===== src/rtl/router_pkg.sv =====
// Shared router definitions: header field widths, header-word layout at the
// default widths, and the header-word builder shared by the encap/decap paths.
package router_pkg;

    localparam int TTL_W        = 2;
    localparam int PKT_NUM_W    = 5;
    localparam int SRC_ROUTER_W = 2;
    localparam int PKT_HDR_W    = TTL_W + PKT_NUM_W + SRC_ROUTER_W;

    typedef struct packed {
        logic [TTL_W-1:0]        ttl;
        logic [PKT_NUM_W-1:0]    pkt_number;
        logic [SRC_ROUTER_W-1:0] src_router;
    } pkt_hdr_t;

    // Bit positions inside a 64-bit header word with 10-bit addresses and 8-bit length.
    localparam int HW_DST_MSB = 63;
    localparam int HW_DST_LSB = 54;
    localparam int HW_HDR_MSB = 53;
    localparam int HW_HDR_LSB = 45;
    localparam int HW_LEN_MSB = 44;
    localparam int HW_LEN_LSB = 37;

    localparam int HDR_WORD_MAX_W = 256;
    typedef logic [HDR_WORD_MAX_W-1:0] hdr_word_t;

    function automatic hdr_word_t field_mask(input int width);
        return (hdr_word_t'(1) << width) - hdr_word_t'(1);
    endfunction

    // Packs {dst, hdr, len, zeros} MSB-aligned into a data_w-bit word; callers
    // truncate the result to their own word width.
    function automatic hdr_word_t build_header_word(
        input hdr_word_t dst,
        input hdr_word_t hdr,
        input hdr_word_t len,
        input int        data_w,
        input int        addr_w,
        input int        hdr_w,
        input int        len_w
    );
        hdr_word_t w;
        w = '0;
        w = w | ((dst & field_mask(addr_w)) << (data_w - addr_w));
        w = w | ((hdr & field_mask(hdr_w))  << (data_w - addr_w - hdr_w));
        w = w | ((len & field_mask(len_w))  << (data_w - addr_w - hdr_w - len_w));
        return w;
    endfunction

endpackage


===== src/rtl/pkt_encapsulator.sv =====
// Router input-port-0 encapsulation: emits one header word on request, then
// streams PAYLOAD_WORDS words from the FWFT FIFO and pulses encap_done.
module pkt_encapsulator
    import router_pkg::*;
#(
    parameter int AURORA_DATA_WIDTH = 64,
    parameter int ADDR_WIDTH        = 10,
    parameter int HEADER_WIDTH      = 9,
    parameter int LEN_WIDTH         = 8,
    parameter int PAYLOAD_WORDS     = 4
) (
    input  logic                         clk,
    input  logic                         rst_n,
    input  logic                         start_encap_pkt,
    input  logic [ADDR_WIDTH-1:0]        router_dst_addr_send,
    input  logic [HEADER_WIDTH-1:0]      header_pkt_send,
    output logic                         encap_done,
    output logic                         busy,
    input  logic [AURORA_DATA_WIDTH-1:0] fifo_dout,
    input  logic                         fifo_empty,
    output logic                         fifo_rd_en,
    output logic [AURORA_DATA_WIDTH-1:0] tx_data,
    output logic                         tx_valid,
    input  logic                         tx_ready,
    output logic                         tx_last
);

    localparam int                   CNT_W     = $clog2(PAYLOAD_WORDS + 1);
    localparam logic [CNT_W-1:0]     LAST_IDX  = CNT_W'(PAYLOAD_WORDS - 1);
    localparam logic [LEN_WIDTH-1:0] LEN_FIELD = LEN_WIDTH'(PAYLOAD_WORDS);

    typedef enum logic [2:0] {
        S_IDLE,
        S_HEADER,
        S_PAYLOAD,
        S_DONE,
        S_RELEASE
    } state_t;

    state_t                   state_q, state_d;
    logic [ADDR_WIDTH-1:0]    dst_q,   dst_d;
    logic [HEADER_WIDTH-1:0]  hdr_q,   hdr_d;
    logic [CNT_W-1:0]         cnt_q,   cnt_d;
    logic [AURORA_DATA_WIDTH-1:0] header_word;
    logic                     pay_valid;

    assign header_word = AURORA_DATA_WIDTH'(build_header_word(
        hdr_word_t'(dst_q), hdr_word_t'(hdr_q), hdr_word_t'(LEN_FIELD),
        AURORA_DATA_WIDTH, ADDR_WIDTH, HEADER_WIDTH, LEN_WIDTH));

    assign pay_valid = !fifo_empty;

    always_ff @(posedge clk or negedge rst_n) begin
        if (!rst_n) begin
            state_q <= S_IDLE;
            dst_q   <= '0;
            hdr_q   <= '0;
            cnt_q   <= '0;
        end else begin
            state_q <= state_d;
            dst_q   <= dst_d;
            hdr_q   <= hdr_d;
            cnt_q   <= cnt_d;
        end
    end

    always_comb begin
        state_d    = state_q;
        dst_d      = dst_q;
        hdr_d      = hdr_q;
        cnt_d      = cnt_q;
        tx_data    = '0;
        tx_valid   = 1'b0;
        tx_last    = 1'b0;
        fifo_rd_en = 1'b0;
        encap_done = 1'b0;

        unique case (state_q)
            S_IDLE: begin
                if (start_encap_pkt) begin
                    state_d = S_HEADER;
                    dst_d   = router_dst_addr_send;
                    hdr_d   = header_pkt_send;
                    cnt_d   = '0;
                end
            end
            S_HEADER: begin
                tx_valid = 1'b1;
                tx_data  = header_word;
                if (tx_ready) begin
                    state_d = S_PAYLOAD;
                end
            end
            S_PAYLOAD: begin
                // FWFT head stays put until popped, so stalls keep tx_data stable.
                tx_valid   = pay_valid;
                tx_data    = fifo_dout;
                tx_last    = pay_valid && (cnt_q == LAST_IDX);
                fifo_rd_en = pay_valid && tx_ready;
                if (fifo_rd_en) begin
                    cnt_d = cnt_q + 1'b1;
                    if (cnt_q == LAST_IDX) begin
                        state_d = S_DONE;
                    end
                end
            end
            S_DONE: begin
                encap_done = 1'b1;
                state_d    = S_RELEASE;
            end
            S_RELEASE: begin
                if (!start_encap_pkt) begin
                    state_d = S_IDLE;
                end
            end
            default: begin
                state_d = S_IDLE;
            end
        endcase
    end

    assign busy = (state_q != S_IDLE);

endmodule


===== config.mk =====
export PLATFORM = sky130hd
export DESIGN_NAME = pkt_encapsulator
export DESIGN_NICKNAME = d
export VERILOG_FILES = /design/src/rtl/router_pkg.sv /design/src/rtl/pkt_encapsulator.sv
export SDC_FILE = /design/constraint.sdc
export NUM_CORES = 1
export LEC_CHECK = 0
export ABC_CLOCK_PERIOD_IN_PS = 1720
export CAP_MARGIN = 15
export CELL_PAD_IN_SITES_DETAIL_PLACEMENT = 0
export CELL_PAD_IN_SITES_GLOBAL_PLACEMENT = 1
export CORE_MARGIN = 2
export CORE_UTILIZATION = 20
export CTS_CLUSTER_DIAMETER = 60
export DETAILED_ROUTE_END_ITERATION = 8
export GPL_TIMING_DRIVEN = 0
export HOLD_SLACK_MARGIN = 0.15
export PLACE_DENSITY = 0.91
export SYNTH_ARGS = -nofsm -noshare
export SYNTH_HDL_FRONTEND = slang
export SYNTH_SLANG_ARGS = --single-unit

===== constraint.sdc =====
create_clock -name clk -period 1.72 [get_ports clk]
set_input_delay 0.172 -clock clk [delete_from_list [all_inputs] [get_ports clk]]
set_output_delay 0.172 -clock clk [all_outputs]
set_load 0.02 [all_outputs]

==> metrics.yaml, run 1 <==
grt_pass1_wl_mm: 10.5
clock_path_buffers: 2
place.detailed.hpwl_mm: 5.17
synth_async_sr_flop_share_pct: 100
antenna_left: 0
worstSkewPairLatency_ns: 0.27
path_buf_inv: 5
ys_types: 30
r2r_start: "state_q[2]$_DFFE_PN0P_"
power.density_nw_per_um2: 1520
coreArea_um2: 7770
critical_path_class: "flop to output pin"
diodes: 0
endpoint: "tx_data[57]"
syn_nets: 241
antenna_found_initial: 0
num_vias: 1864
violations: "negative setup slack"
cap_violations: 0
synth_seq_cells: 25
fin_crit_sh_pct: 109
htree_levels: 1
port-buffer-count: 156
path_cells: "buf_6, nor3b_4, buf_6, buf_8, buf_12, a22o_1, buf_6"
row_count: 32
crit_arrival_ns: 1.71
worst_slack_ns: -0.159
timing.setup.tns_ns: -8.37
multiInputGateArea_um2: 1100
ys_seq_area_share_pct: 38.8
crit_slowest_cell: "dfrtp_1"
critPathCaptureType: "output pin"
overflow: 0
cts_root_buffer: "clkbuf_8"
wl_per_cell_um: 16.7
first_global_vias: 2063
grt_max_degree: 26
worstPathRequired_ns: 1.55
critPathLaunchType: "flop"
io_pins: 157
tightest_slew_ns: 0.612
clock_skew_ns: 0.00495
hold_path_class: "input pin to async pin"
drc: 0
pre_cts_ws_ns: -0.514
die_area_um2: 8790
clk_pin_slew_worst_paths_ns: 0.09
area_delta_synth_final_pct: 146
grt_usage_pct: 15.2
yosys_warnings: 0
synth_enable_flop_cells: 0
dieHeight_um: 93.8
grt_setup_unrepaired: "true"
netlist_area_um2: 1610
period_needed_ns: 1.88
finalSetupViolCount: 83
max-vdd-ir-drop_uv: 818
slew_viol_final: 0
cts_sinks: 25
die_w_um: 93.8
hold_buffers: 0
drt_iter0_markers: 8
cts_tree: "yes"
cp_common_cell: "buf_6"
fmax_ghz: 0.532
drive_above_1_share_pct: 51.8
synth.avg_cell_area_um2: 10.7
startpoint: "state_q[2]$_DFFE_PN0P_"
critPathMaxFanout: 6
ys.flop_type: "dfrtp_1"
max_stage_delay_ns: 0.38
path_depth: 7
seq_area_um2: 626
reg2reg_setup_slack_ns: -0.15
rr_endpoint: "dst_q[7]$_DFFE_PN0P_"
p_leak_nw: 1.83
avgViaCountPerCell: 4.31
final_net_count: 421
crit_family: "buffers and inverters"
fillCellCount: 694
synthCells: 151
routed_wl_mm: 7.21
drt_first_pass_iters: 4
finalHoldViolations: 0
relSlewSlack_pct: 59.1
total_power_w: 0.00601
status: "complete, but fails checks"
start_util_pct: 20.7
reg2reg_depth: 8
place_congestion: 0.756
cts_buffers: 3
-- worst min path at each step --
stage | to | slack [ns] | cells past startpoint
finish | dst_q[4]$_DFFE_PN0P_ | 0.28 | 1
CTS | dst_q[3]$_DFFE_PN0P_ | 0.49 | 2
detailed placement | dst_q[3]$_DFFE_PN0P_ | 0.48 | 1
floorplan | cnt_q[0]$_DFFE_PN0P_ | -0.12 | 0
global route | dst_q[4]$_DFFE_PN0P_ | 0.31 | 1
global placement | dst_q[0]$_DFFE_PN0P_ | 0.47 | 1
-- cells in the final DEF, fill, tap and decap left out, types with 2 or more instances in the layout --
| cell type | netlist | routed |
|---|---|---|
| a21oi_1 | 2 | 2 |
| a22o_1 | 19 | 19 |
| and2_1 | 44 | 7 |
| and2_4 | 0 | 37 |
| buf_16 | 0 | 2 |
| buf_4 | 2 | 10 |
| buf_6 | 3 | 78 |
| buf_8 | 0 | 8 |
| clkbuf_8 | 0 | 3 |
| clkdlybuf4s50_1 | 0 | 87 |
| dfrtp_1 | 25 | 25 |
| ha_1 | 2 | 2 |
| inv_1 | 3 | 3 |
| mux2_4 | 0 | 20 |
| mux2i_1 | 2 | 2 |
| nand2b_1 | 3 | 2 |
| nor3b_2 | 1 | 2 |
| nor3b_4 | 0 | 2 |
-- per-stage QoR --
stage,cells,util (%),hold slack [ns],instance area [um^2]
6_report,432,51.0,0.278,3960
5_1_grt,432,51.0,0.312,3960
4_1_cts,425,47.7,0.487,3710
3_5_place_dp,409,42.5,0.480,3300
3_3_place_gp,409,42.5,0.469,3300
2_1_floorplan,151,-,-0.124,1610
-- Yosys cell counts, types with 3 or more instances --
| master | n | area [um^2] |
|---|---|---|
| buf_2 | 5 | 25.0 |
| mux2_2 | 18 | 203 |
| a22o_1 | 19 | 166 |
| nor3b_1 | 3 | 22.5 |
| and2_1 | 44 | 275 |
| buf_6 | 3 | 33.8 |
| inv_1 | 3 | 11.3 |
| nand2b_1 | 3 | 18.8 |
| dfrtp_1 | 25 | 626 |
| clkbuf_2 | 3 | 15.0 |
-- what timing repair did --
item	CTS	global route
gates cloned	3	2
endpoints found under the setup margin	69	87
pin swaps	14	13
gates resized for setup	446	71
setup buffers	9	6
-- layout make-up --
cell class	instances	area share [%]
multi-input cells	109	27.7
clock buffers	4	1.14
plain buffers	13	4.36
inverters	3	0.284
flip-flops and latches	25	15.8
repair buffers	176	47.5
well taps	102	3.22
-- state kept, by name, summed over array words and instances (netlist names) --
register / count
hdr_q: 9
state_q: 3
cnt_q: 3
dst_q: 10
-- power by group --
part	leakage [nW]	internal (W)	switching, W
registers	0.303	0.000866	0.000158
clock network	0.0228	0.000166	0.000189
logic	1.51	0.00269	0.00194
total	1.83	0.00373	0.00228
-- kinds of logic (layout without fill, tap and decap cells) --
logic type      Yosys count  count (layout)  synth area share [%]
buf+inv                  17             196                  6.44
compound gates           26              26                  13.4
flops                    25              25                  38.8
mux                      22              22                  15.2
simple gates             59              59                  24.6
fa+ha+maj                 2               2                  1.55
-- per-layer routing --
layer / share of wire [%] / routed length [um] / vias up / global-route usage, %
li1: - / - / 879 / -
met1: 37 / 2650 / 881 / 17.2
met2: 52 / 3740 / 100 / 27.5
met3: 11 / 780 / 4 / 5.30
met4: 0.53 / 38 / 0 / 3.02
met5: 0 / 0 / - / 0
Power figures use the tool's default switching activity.
==> inputs of run 2 (changes only) <==
Settings changed: SETUP_SLACK_MARGIN set to 0.15.
==> run 2 against run 1 <==
  * The run still ends with negative setup slack left
  * Sequential power is essentially flat
  * Register-to-register slack better by 0.06 ns
  * Combinational power increased by 16%
  * Global-route usage is 1.2 points higher
  * Critical path type unchanged
==> metrics.yaml, run 2 (same netlist as run 1, synthesis figures left out) <==
status: "complete, but fails checks"
violations: "negative setup slack"
grt_pass1_wl_mm: 11.1
seq_area_um2: 626
start_util_pct: 20.7
reg.largest.list: "dst_q (10), hdr_q (9)"
grt_setup_unrepaired: "true"
largest_reg_flops: 10
startpoint: "state_q[1]$_DFFE_PN0P_"
num_vias: 1991
row_count: 32
final_cell_mix: "buf_6, clkdlybuf4s50_1, and2_4"
cap_violations: 0
power.density_nw_per_um2: 1570
critPathLaunchType: "flop"
multiInputGateArea_um2: 1110
clock_skew_ns: 0.00238
io_pins: 157
die_w_um: 93.8
drc: 0
avgViaCountPerCell: 4.31
cts_tree: "yes"
period_needed_ns: 1.97
diodes: 0
p_leak_nw: 2.03
routed_wl_mm: 7.59
slew_viol_final: 0
hold_buffers: 0
critPathCaptureType: "output pin"
port-buffer-count: 156
critical_path_class: "flop to output pin"
cts_root_buffer: "clkbuf_8"
antenna_left: 0
fillCellCount: 673
overflow: 0
max-vdd-ir-drop_uv: 941
worstPathRequired_ns: 1.55
grt_usage_pct: 16.4
relSlewSlack_pct: 65.9
wl_per_cell_um: 16.4
finalSetupViolCount: 87
worstSkewPairLatency_ns: 0.27
timing.hold.ws_ns: 0.229
place_congestion: 0.705
place.detailed.hpwl_mm: 5.03
drt_iter0_markers: 24
finalHoldViolations: 0
crit_arrival_ns: 1.80
fmax_ghz: 0.507
mostFrequentLayoutCell: "buf_6"
worst_slack_ns: -0.252
grt_max_degree: 19
final_net_count: 451
clk_pin_slew_worst_paths_ns: 0.09
critPathMaxFanout: 4
coreArea_um2: 7770
area_delta_synth_final_pct: 168
r2r_start: "state_q[1]$_DFFE_PN0P_"
cts_buffers: 3
tightest_slew_ns: 0.509
dieHeight_um: 93.8
hold_path_class: "input pin to async pin"
cts_sinks: 25
largest_register: "dst_q"
total_power_w: 0.00678
die_area_um2: 8790
clock_path_buffers: 2
antenna_found_initial: 0
htree_levels: 1
first_global_vias: 2158
drt_first_pass_iters: 4
fin_crit_sh_pct: 115
drive_above_1_share_pct: 56.9
-- run 2: worst paths after layout --
path	to	slack, ns	cells after the start
max	tx_data[54]	-0.25	8
min	cnt_q[1]$_DFFE_PN0P_	0.23	1
max reg2reg	hdr_q[6]$_DFFE_PN0P_	-0.09	8
min reg2reg	cnt_q[0]$_DFFE_PN0P_	0.50	1
max in group asynchronous	hdr_q[4]$_DFFE_PN0P_	1.03	2
min in group clk	cnt_q[0]$_DFFE_PN0P_	0.50	1
-- run 2: stage by stage --
stage               util [%]  setup TNS [ns]  instances  setup WS [ns]  area, um^2
floorplan                  -               0        151          0.256        1620
global placement        42.6          -25.14        409         -0.488        3310
detailed placement      42.9          -26.16        410         -0.514        3330
CTS                     52.3           -8.34        453         -0.235        4060
global route            55.6          -17.93        462         -0.323        4320
finish                  55.6          -12.29        462         -0.252        4320
-- run 2: critical path: stages, from the launching register on --
cell and delay [ns]:
dfrtp_1 0.40, buf_6 0.13, nor3b_4 0.15, buf_4 0.14
buf_6 0.12, buf_6 0.11, buf_6 0.11, a22o_1 0.23
buf_6 0.13
-- run 2: cell type report --
cell class	count	share of cell area (%)
clock buffers	3	0.957
well taps	102	2.96
plain buffers	14	4.29
flip-flops and latches	25	14.5
multi-input cells	109	25.8
repair buffers	205	51.1
inverters	3	0.261
clock inverters	1	0.116
-- run 2: metal layers --
metal  track usage (%)  part of all wire (%)
met1              16.3                    35
met2              32.5                    53
met3              5.62                    12
met4              2.90                  0.28
met5                 0                     0
-- run 2: where the power goes --
group	internal, W	switching, W
logic	0.00327	0.00212
registers	0.000865	0.000159
clock network	0.000162	0.000206
total	0.00430	0.00248
-- run 2: timing repair --
item                       4_1_cts  5_1_grt
resized for setup              495       48
pin swaps                       23       16
cloned                           8        1
buffers inserted                31        8
setup endpoints to repair       88       90
==> inputs of run 3 (changes only) <==
Settings changed: CORE_MARGIN 2 to 3.
==> run 3 against run 2 <==
  * The flow still finishes with violations (negative setup slack)
  * Core utilization decreased by 2.5 points
  * Register-to-register slack worse by 0.13 ns
  * Cell count is 2.6% lower
  * Combinational power shrank 8.0%
  * Total power is 6.6% lower
  * Global-route usage decreased by 1.9 points
  * Maximum frequency rose by 1.6%
  * Sequential share of layout area grew 0.69 points
  * Sequential power is essentially flat
  * Non-clock buffer count decreased by 12
==> metrics.yaml, run 3 (same netlist as run 1, synthesis figures left out) <==
reg.largest.list: "dst_q (10), hdr_q (9)"
clock_path_buffers: 2
clock_skew_ns: 0.00897
die_area_um2: 9170
finalSetupViolCount: 88
antenna_left: 0
critical_path_class: "flop to flop"
grt_max_degree: 26
finalHoldViolations: 0
violations: "negative setup slack"
max-vdd-ir-drop_uv: 775
cts_tree: "yes"
num_vias: 1924
power.density_nw_per_um2: 1540
critPathMaxFanout: 5
stdcell_area_um2: 4120
final_cell_mix: "clkdlybuf4s50_1, buf_6, and2_4"
p_leak_nw: 1.92
crit_arrival_ns: 2.10
largest_reg_flops: 10
tightest_slew_ns: 0.523
mostFrequentLayoutCell: "clkdlybuf4s50_1"
die_w_um: 95.8
cap_violations: 0
overflow: 0
cts_root_buffer: "clkbuf_8"
drt_first_pass_iters: 4
critPathCaptureType: "flop"
io_pins: 157
area_delta_synth_final_pct: 156
drc: 0
fin_crit_sh_pct: 113
first_global_vias: 2008
hold_path_class: "input pin to async pin"
final_net_count: 439
status: "complete, but fails checks"
avgViaCountPerCell: 4.28
grt_pass1_wl_mm: 10.2
pre_cts_ws_ns: -0.537
routed_wl_mm: 7.44
drt_iter0_markers: 17
place_congestion: 0.714
cts_sinks: 25
wl_per_cell_um: 16.5
fmax_ghz: 0.515
period_needed_ns: 1.94
slew_viol_final: 0
cts_buffers: 3
antenna_found_initial: 0
dieHeight_um: 95.8
placed_area_um2: 3310
clk_pin_slew_worst_paths_ns: 0.10
worstPathRequired_ns: 1.88
htree_levels: 1
place.detailed.hpwl_mm: 5.14
drive_above_1_share_pct: 52.6
start_util_pct: 20.7
largest_register: "dst_q"
port-buffer-count: 156
grt_usage_pct: 14.5
timing.hold.ws_ns: 0.233
row_count: 32
relSlewSlack_pct: 65.0
grt_setup_unrepaired: "true"
diodes: 0
worstSkewPairLatency_ns: 0.27
final_util_pct: 53.0
worst_slack_ns: -0.221
critPathLaunchType: "flop"
coreArea_um2: 7770
-- run 3: cell count changes in the layout (fill, tap and decap cells not counted), sizes merged --
cell,delta
clkbuf,-2
buf,-10
-- run 3: path summary, 6_finish.rpt --
check                                        from              endpoint  slack [ns]  cells past startpoint
hold reg to reg              cnt_q[0]$_DFFE_PN0P_  cnt_q[0]$_DFFE_PN0P_        0.51                      1
max in group asynchronous                   rst_n  dst_q[9]$_DFFE_PN0P_        0.98                      2
setup reg to reg           state_q[2]$_DFFE_PN0P_  hdr_q[2]$_DFFE_PN0P_       -0.22                      9
setup / recovery           state_q[2]$_DFFE_PN0P_  hdr_q[2]$_DFFE_PN0P_       -0.22                      9
min in group clk               header_pkt_send[5]  hdr_q[5]$_DFFE_PN0P_        0.51                      2
hold / removal                              rst_n  cnt_q[1]$_DFFE_PN0P_        0.23                      1
-- run 3: per-stage QoR --
stage          power, W  setup TNS, ns  instances
2_1_floorplan   0.00290              0        151
3_3_place_gp    0.00435         -24.32        409
3_5_place_dp    0.00441         -25.05        409
4_1_cts         0.00590          -7.46        440
5_1_grt         0.00670         -19.70        450
6_report        0.00633         -12.58        450
-- run 3: cell type report --
class / instances / area [um^2]
Buffer: 14 / 178
Clock buffer: 3 / 41.3
Clock inverter: 1 / 5.00
Fill cell: 697 / 3650
Inverter: 3 / 11.3
Multi-Input combinational cell: 109 / 1080
Sequential cell: 25 / 626
Tap cell: 102 / 128
Timing Repair Buffer: 193 / 2050
-- run 3: timing repair --
| item | 4_1_cts | 5_1_grt |
|---|---|---|
| endpoints found under the setup margin | 83 | 91 |
| hold buffers | 0 | 0 |
| pin swaps | 9 | 25 |
| gates cloned | 5 | 1 |
| resized for setup | 468 | 44 |
| setup buffers | 22 | 8 |
-- run 3: critical path, stage by stage, from the launching register on --
cell and delay (ns):
dfrtp_1 0.39, buf_6 0.13, buf_4 0.13, buf_6 0.12, buf_6 0.12, nor4b_4 0.25
buf_6 0.16, buf_12 0.11, buf_8 0.12, mux2_4 0.30
-- run 3: per-layer routing --
layer / GRT usage, % / vias to the layer above / share of wire, %
li1: - / 920 / -
met1: 14.6 / 893 / 35
met2: 28.4 / 109 / 52
met3: 5.55 / 2 / 13
met4: 2.25 / 0 / 0.26
met5: 0 / - / 0
-- run 3: power breakdown --
group / internal [W] / switching [W] / leakage, nW
Clock: 0.000162 / 0.000200 / 0.0255
Combinational: 0.00295 / 0.00200 / 1.60
Sequential: 0.000865 / 0.000154 / 0.303
Total: 0.00398 / 0.00235 / 1.92
